--- src/rtl/ir_fetch_sequencer_if.sv ---
// Memory-bus and decode-handshake bundle for the nibble-serial IR fetch sequencer.
// master = sequencer side, slave = memory/decode side.
interface ir_fetch_sequencer_if #(
  parameter int PC_W = 12
) ();
  logic            mem_rd;
  logic [PC_W+1:0] mem_addr;
  logic            mem_ready;
  logic [3:0]      ir_en;
  logic            instr_valid;
  logic            instr_ack;
  logic            pc_load;
  logic [PC_W-1:0] pc_target;

  modport master (
    output mem_rd, mem_addr, ir_en, instr_valid,
    input  mem_ready, instr_ack, pc_load, pc_target
  );

  modport slave (
    input  mem_rd, mem_addr, ir_en, instr_valid,
    output mem_ready, instr_ack, pc_load, pc_target
  );
endinterface

--- src/rtl/ir_fetch_sequencer.sv ---
// Nibble-serial instruction fetch sequencer: four MSB-first nibble reads per 16-bit IR load.
// Optional fetch timeout with sticky bus_err enabled by defining FETCH_TIMEOUT_EN.
module ir_fetch_sequencer #(
  parameter int              PC_W        = 12,
  parameter logic [PC_W-1:0] RESET_PC    = '0,
  parameter int              TIMEOUT_CYC = 15
) (
  input  logic                  clk,
  input  logic                  reset_n,
  input  logic                  start,
  input  logic                  halt,
  ir_fetch_sequencer_if.master  bus,
  output logic [PC_W-1:0]       pc,
  output logic                  busy,
  output logic                  bus_err
);

  typedef enum logic [1:0] {
    IDLE  = 2'd0,
    FETCH = 2'd1,
    VALID = 2'd2,
    ERR   = 2'd3
  } state_t;

  state_t     state;
  logic [1:0] nib_idx;

`ifdef FETCH_TIMEOUT_EN
  localparam int WCW = $clog2(TIMEOUT_CYC + 1);
  logic [WCW-1:0] wait_cnt;
  logic           err_q;
`endif

  always_ff @(posedge clk or negedge reset_n) begin
    if (!reset_n) begin
      state   <= IDLE;
      pc      <= RESET_PC;
      nib_idx <= '0;
`ifdef FETCH_TIMEOUT_EN
      wait_cnt <= '0;
      err_q    <= 1'b0;
`endif
    end else begin
      case (state)
        IDLE: begin
          if (bus.pc_load) pc <= bus.pc_target;
          if (start) begin
            state   <= FETCH;
            nib_idx <= '0;
`ifdef FETCH_TIMEOUT_EN
            wait_cnt <= '0;
`endif
          end
        end

        FETCH: begin
          // A redirect flushes the partial word and outranks a ready nibble.
          if (bus.pc_load) begin
            pc      <= bus.pc_target;
            nib_idx <= '0;
`ifdef FETCH_TIMEOUT_EN
            wait_cnt <= '0;
`endif
          end else if (bus.mem_ready) begin
`ifdef FETCH_TIMEOUT_EN
            wait_cnt <= '0;
`endif
            if (nib_idx == 2'd3) begin
              state   <= VALID;
              pc      <= pc + 1'b1;
              nib_idx <= '0;
            end else begin
              nib_idx <= nib_idx + 2'd1;
            end
          end
`ifdef FETCH_TIMEOUT_EN
          else if (wait_cnt == WCW'(TIMEOUT_CYC - 1)) begin
            state <= ERR;
            err_q <= 1'b1;
          end else begin
            wait_cnt <= wait_cnt + 1'b1;
          end
`endif
        end

        VALID: begin
          if (bus.pc_load) pc <= bus.pc_target;
          if (bus.instr_ack) begin
            nib_idx <= '0;
            state   <= halt ? IDLE : FETCH;
`ifdef FETCH_TIMEOUT_EN
            wait_cnt <= '0;
`endif
          end
        end

        default: begin
`ifdef FETCH_TIMEOUT_EN
          if (start) begin
            state <= IDLE;
            err_q <= 1'b0;
          end
`else
          state <= IDLE;
`endif
        end
      endcase
    end
  end

  assign bus.mem_rd      = (state == FETCH);
  assign bus.instr_valid = (state == VALID);
  assign bus.mem_addr    = {pc, nib_idx};
  assign busy            = (state != IDLE);

  // Mealy enable: the IR latches the nibble on the same edge mem_ready is sampled.
  assign bus.ir_en = (state == FETCH && bus.mem_ready && !bus.pc_load)
                     ? (4'b1000 >> nib_idx) : 4'b0000;

`ifdef FETCH_TIMEOUT_EN
  assign bus_err = err_q;
`else
  assign bus_err = 1'b0;
  wire unused_timeout = (TIMEOUT_CYC == 0);
`endif

endmodule

--- src/flat_wrapper.sv ---
// flat-port wrapper written by rule: the top's interface ports become plain ports
module ir_fetch_sequencer_flat 
#(
  parameter int              PC_W        = 12,
  parameter logic [PC_W-1:0] RESET_PC    = '0,
  parameter int              TIMEOUT_CYC = 15
)
  (clk, reset_n, start, halt, pc, busy, bus_err, bus_mem_rd, bus_mem_addr, bus_ir_en, bus_instr_valid, bus_mem_ready, bus_instr_ack, bus_pc_load, bus_pc_target);
  ir_fetch_sequencer_if #(.PC_W(PC_W)) bus_i ();
  input  logic clk;
  input  logic reset_n;
  input  logic start;
  input  logic halt;
  output logic [PC_W-1:0] pc;
  output logic busy;
  output logic bus_err;
  output wire logic [$bits(bus_i.mem_rd)-1:0] bus_mem_rd;
  output wire logic [$bits(bus_i.mem_addr)-1:0] bus_mem_addr;
  output wire logic [$bits(bus_i.ir_en)-1:0] bus_ir_en;
  output wire logic [$bits(bus_i.instr_valid)-1:0] bus_instr_valid;
  input wire logic [$bits(bus_i.mem_ready)-1:0] bus_mem_ready;
  input wire logic [$bits(bus_i.instr_ack)-1:0] bus_instr_ack;
  input wire logic [$bits(bus_i.pc_load)-1:0] bus_pc_load;
  input wire logic [$bits(bus_i.pc_target)-1:0] bus_pc_target;
  assign bus_mem_rd = bus_i.mem_rd;
  assign bus_mem_addr = bus_i.mem_addr;
  assign bus_ir_en = bus_i.ir_en;
  assign bus_instr_valid = bus_i.instr_valid;
  assign bus_i.mem_ready = bus_mem_ready;
  assign bus_i.instr_ack = bus_instr_ack;
  assign bus_i.pc_load = bus_pc_load;
  assign bus_i.pc_target = bus_pc_target;
  ir_fetch_sequencer #(.PC_W(PC_W), .RESET_PC(RESET_PC), .TIMEOUT_CYC(TIMEOUT_CYC)) u_core (.clk(clk), .reset_n(reset_n), .start(start), .halt(halt), .bus(bus_i), .pc(pc), .busy(busy), .bus_err(bus_err));
endmodule
--- config.mk ---
export PLATFORM = sky130hd
export DESIGN_NAME = ir_fetch_sequencer_flat
export DESIGN_NICKNAME = d
export VERILOG_FILES = /design/src/rtl/ir_fetch_sequencer_if.sv /design/src/rtl/ir_fetch_sequencer.sv /design/src/flat_wrapper.sv
export SDC_FILE = /design/constraint.sdc
export NUM_CORES = 1
export LEC_CHECK = 0
export CORE_MARGIN = 2
export CORE_UTILIZATION = 45
export CTS_CLUSTER_DIAMETER = 50
export DETAILED_ROUTE_END_ITERATION = 10
export PLACE_DENSITY = 0.93
export SYNTH_ARGS = -nofsm -noshare
export SYNTH_HDL_FRONTEND = slang
export SYNTH_SLANG_ARGS = --single-unit
--- constraint.sdc ---
create_clock -name clk -period 4.1 [get_ports clk]
set_input_delay 0.82 -clock clk [delete_from_list [all_inputs] [get_ports clk]]
set_output_delay 0.82 -clock clk [all_outputs]
set_load 0.01 [all_outputs]
# == Word level (Yosys, flattened, before mapping) ==
# Index checks and enable logic that the tools add are counted.
# op_classes
order_cmp,0
n_eq_ne,11
div,0
addsub,2
multipliers,0
reduce_logical,11
mux,19
shifts,1
n_bitwise,0
# op_table
operator,n
2-to-1 mux 12 bit,4
case mux 12 bit (2 select lines),1
2-to-1 mux 2 bit,10
adder 12 x 1 -> 12 bit (second input constant),1
case mux 2 bit (3 select lines),2
!= test 2 x 1 -> 1 bit (second input constant),4
AND reduction 4 bit,2
!= test 3 x 1 -> 1 bit (second input constant),2
AND reduction 5 bit,1
equality test 2 bit (second input constant),2
2-to-1 mux 4 bit,1
!= test 2 bit (second input constant),2
nonzero test 2 bit,2
>> shifter 4 x 2 -> 4 bit (first input constant),1
nonzero test 3 bit,1
adder 2 x 1 -> 2 bit (second input constant),1
equality test 2 x 1 -> 1 bit (second input constant),1
logical AND 1 bit,2
logical NOT 2 bit,1
OR reduction 2 bit,1
logical NOT 1 bit,1
2-to-1 mux 1 bit,1
# totals
out_inout_bits,34
romBits,0
register_bits,16
latch_bits,0
ramBits,0
memories,0
wordCells,47
inputBits,19

# == Logic depth before layout (Yosys ltp) ==
# depth
ltp_word,5
mapped_depth,6

# == Worst setup path before layout ==
# Ideal clock, no wire load.
# synth_path
kind,input to output
from,in bus_pc_load
to,out bus_ir_en[0]
t_arrival_ps,1389
n_path_buf,0
setup_slack_ps,1891
stages,3
path_cell_list,nand2b_2 -> nor2_2 -> and3_1
# synth_via
elab_chain_len,3
# synth_lines
element,line,rtl
start: declaration,flat_wrapper.sv:23,input wire logic [$bits(bus_i.pc_load)-1:0] bus_pc_load;
logical NOT 1 bit,ir_fetch_sequencer.sv:117,assign bus.ir_en = (state == FETCH && bus.mem_ready && !bus.pc_load)
logical AND 1 bit,ir_fetch_sequencer.sv:117,
2-to-1 mux 4 bit,ir_fetch_sequencer.sv:118,? (4'b1000 >> nib_idx) : 4'b0000;
end: declaration,flat_wrapper.sv:19,output wire logic [$bits(bus_i.ir_en)-1:0] bus_ir_en;
# Every way passes these cells.

# == Worst setup path in the final report ==
# Ends and elaborated chain as after synthesis.

==> flow_summary_export.csv <==
group,metric,value,unit
global_route,groute.usage.overall,0.212,
yosys,syn_area,1170,sq um
power_and_ir_drop,powerDensity,567,nW/um^2
die,start_util,0.474,
yosys,synthTopCellsByArea,"dfrtp_1, buf_4, a21oi_1",
yosys,ys_seq_area_frac,0.341,
detailed_routing,ant_nets,0,
setup_path,path_buf_inv,2,
finish,final_nets,198,
hold_path,hp-class,"reg2reg",
yosys,synth_top_area_frac,0.341,
clock_network,insertion_delay,0.29,ns
status,status,"finished clean",
power_and_ir_drop,switching_power,0.366,mW
clock_network,cts_made_buffers,3,
setup_path,worst_ep_arrival_time,2.61,ns
detailed_routing,avgViaCountPerCell,5.61,
sta,fin_crit,3.43,ns
clock_network,path_clk_slew,0.09,ns
global_route,grt_pass1_wl,4.65,mm
die,dieArea,3040,sq um
setup_path,cp_slowest_stage_delay,0.55,ns
yosys,synth_seq_cells,16,
yosys,synthTopCellsByCount,"buf_4, dfrtp_1, a21oi_1",
hold_path,hold_start,"u_core.pc[0]",
die,io_pins,53,
global_route,antenna_found_initial,0,
power_and_ir_drop,leakage,0.675,nW
die,die-width,55.1,um
sta,tns,0,ns
detailed_routing,drt-total-wl,2.84,mm
setup_path,ff2ff_setup_slack,2.38,ns
die,die_h,55.1,um
setup_path,cp.required,3.28,ns
finish,syn2layout_area_growth,36.8,%
finish,seq_area,400,sq um
yosys,synth_cell_types,34,
die,rows,18,
sta,slew_headroom,0.493,
setup_path,end_kind,"output pin",
yosys,synth-async-reset-ratio,1.00,
sta,rsz0062_at_grt,"no",
finish,multi_input_area,611,sq um
sta,fmax,291,MHz
power_and_ir_drop,p_int,0.546,mW
sta,finalCritPeriodShare,0.838,
placement,gp_congestion,0.804,
yosys,netlist_instances,138,
yosys,yosysWarnings,0,
yosys,synth_area_leader_cell,"dfrtp_1",
clock_network,cts_tree,"built",
finish,insertedDiodeCount,0,
sta,clock_skew,0.00490,ns
global_route,overflow,0,
finish,drive_gt1_frac,0.0523,
finish,fillers,219,
detailed_routing,post-route-drc-count,0,
setup_path,r2r-start,"u_core.nib_idx[0]",
clock_network,post_cts_buffers,0,
setup_path,critPathLaunchType,"input pin",
power_and_ir_drop,total_power,0.912,mW
setup_path,critPathLaunch,"bus_pc_load",
clock_network,cts_sinks,16,
die,core_area,2480,sq um
setup_path,crit_path_top_delay_cell,"clkdlybuf4s50_1",
detailed_routing,wire_per_inst,14.1,um
clock_network,cts_repair_resize_count,0,
power_and_ir_drop,p_sw_frac,0.401,
power_and_ir_drop,p_clk_frac,0.094,
setup_path,path_class,"in2out",
global_route,grt_max_degree,21,
placement,dp_hpwl,2.09,mm
clock_network,ctsHoldBuffers,0,
detailed_routing,drtIter0Drc,17,
setup_path,critPathTopFamily,"buffers and inverters",
power_and_ir_drop,power_frac_comb,0.571,
clock_network,htree_levels,1,
sta,worstMarginPinSlew,0.758,ns
yosys,synth_fp_nets,162,
clock_network,root_buffer,"clkbuf_4",
sta,maxSlewViolCount,0,
power_and_ir_drop,p_seq_frac,0.336,
yosys,synth_edf_count,0,
placement,port_buffers,51,
sta,setup_viol,0,
setup_path,cp_common_cell,"clkdlybuf4s50_1",
global_route,grt_pass1_vias,1119,
detailed_routing,drt-pass1-iter-count,4,
clock_network,cts_buffer_depth,2,
yosys,avgSynthCellArea,8.51,sq um
job,cap_violations,0,
sta,hold_viol,0,
power_and_ir_drop,peakVddDrop,0.000341,V
setup_path,worstPathMaxFanout,14,
detailed_routing,routed-via-count,1133,
setup_path,path_cells,"clkdlybuf4s50_1, nand2b_2, nor2_2, and3_1, clkdlybuf4s50_1",
yosys,synth_flop_cell,"dfrtp_1",
[routing by layer]
layer | global-route usage | wire (um) | vias to the layer above
met3 | 0.0323 | 238 | 5
met4 | 0.0650 | 38 | 0
met1 | 0.230 | 1130 | 523
li1 | - | - | 552
met2 | 0.417 | 1440 | 53
met5 | 0 | 0 | -
[final cells by class]
cell class / count / area share
clock buffer: 3 / 0.0140
timing repair buffer: 52 / 0.322
inverter: 5 / 0.0117
tap: 30 / 0.0233
multi-input combinational: 96 / 0.380
sequential: 16 / 0.249
[cell families (layout without fill, tap and decap cells)]
family	after synthesis	count (layout)	share of synthesized area
fa+ha+maj	5	5	0.0532
compound gates	43	43	0.246
flops	16	16	0.341
simple gates	44	44	0.192
buf+inv	26	60	0.140
other cells	1	1	0.00319
mux	3	3	0.0256
[flip-flops by register name, summed over array words and instances (netlist names)]
signal,count
u_core.pc,12
u_core.state,2
u_core.nib_idx,2
[power groups by stage]
stage	clock network, mW	registers, mW	logic, mW
after global routing	0.0916	0.321	0.571
final	0.0854	0.306	0.520
after detailed placement	0	0.307	0.520
after global placement	0	0.301	0.509
after floorplan	0	0.306	0.306
after CTS	0.0855	0.305	0.524
[worst paths after layout]
check | depth (start not counted) | to
max | 5 | bus_ir_en[0]
min | 1 | u_core.pc[0]
max reg2reg | 5 | u_core.pc[10]
min reg2reg | 1 | u_core.pc[0]
max in group asynchronous | 1 | u_core.pc[1]
min in group asynchronous | 1 | u_core.pc[3]
[layout by cell type, fill, tap and decap left out, types with 3 or more instances in the layout]
cell type	n
o21ai_1	6
inv_1	5
clkbuf_4	3
ha_1	5
dfrtp_1	16
a2bb2oi_1	3
o22ai_1	5
nor2b_1	3
nand2_1	10
nand3_1	7
and3_1	9
mux2i_1	3
clkdlybuf4s50_1	51
nor2_1	8
a21oi_1	13
[stage by stage]
| stage | cells | utilization | hold WS [ns] | cell area [sq um] | worst slack [ns] |
|---|---|---|---|---|---|
| 3_5_place_dp | 199 | 0.640 | 0.554 | 1590 | 0.678 |
| 5_1_grt | 202 | 0.649 | 0.588 | 1610 | 0.528 |
| 4_1_cts | 202 | 0.649 | 0.566 | 1610 | 0.666 |
| 2_1_floorplan | 138 | - | 0.524 | 1170 | 1.89 |
| 6_report | 202 | 0.649 | 0.557 | 1610 | 0.666 |
| 3_3_place_gp | 199 | 0.640 | 0.536 | 1590 | 0.731 |
Note: power is estimated with default switching activity, not from simulation.
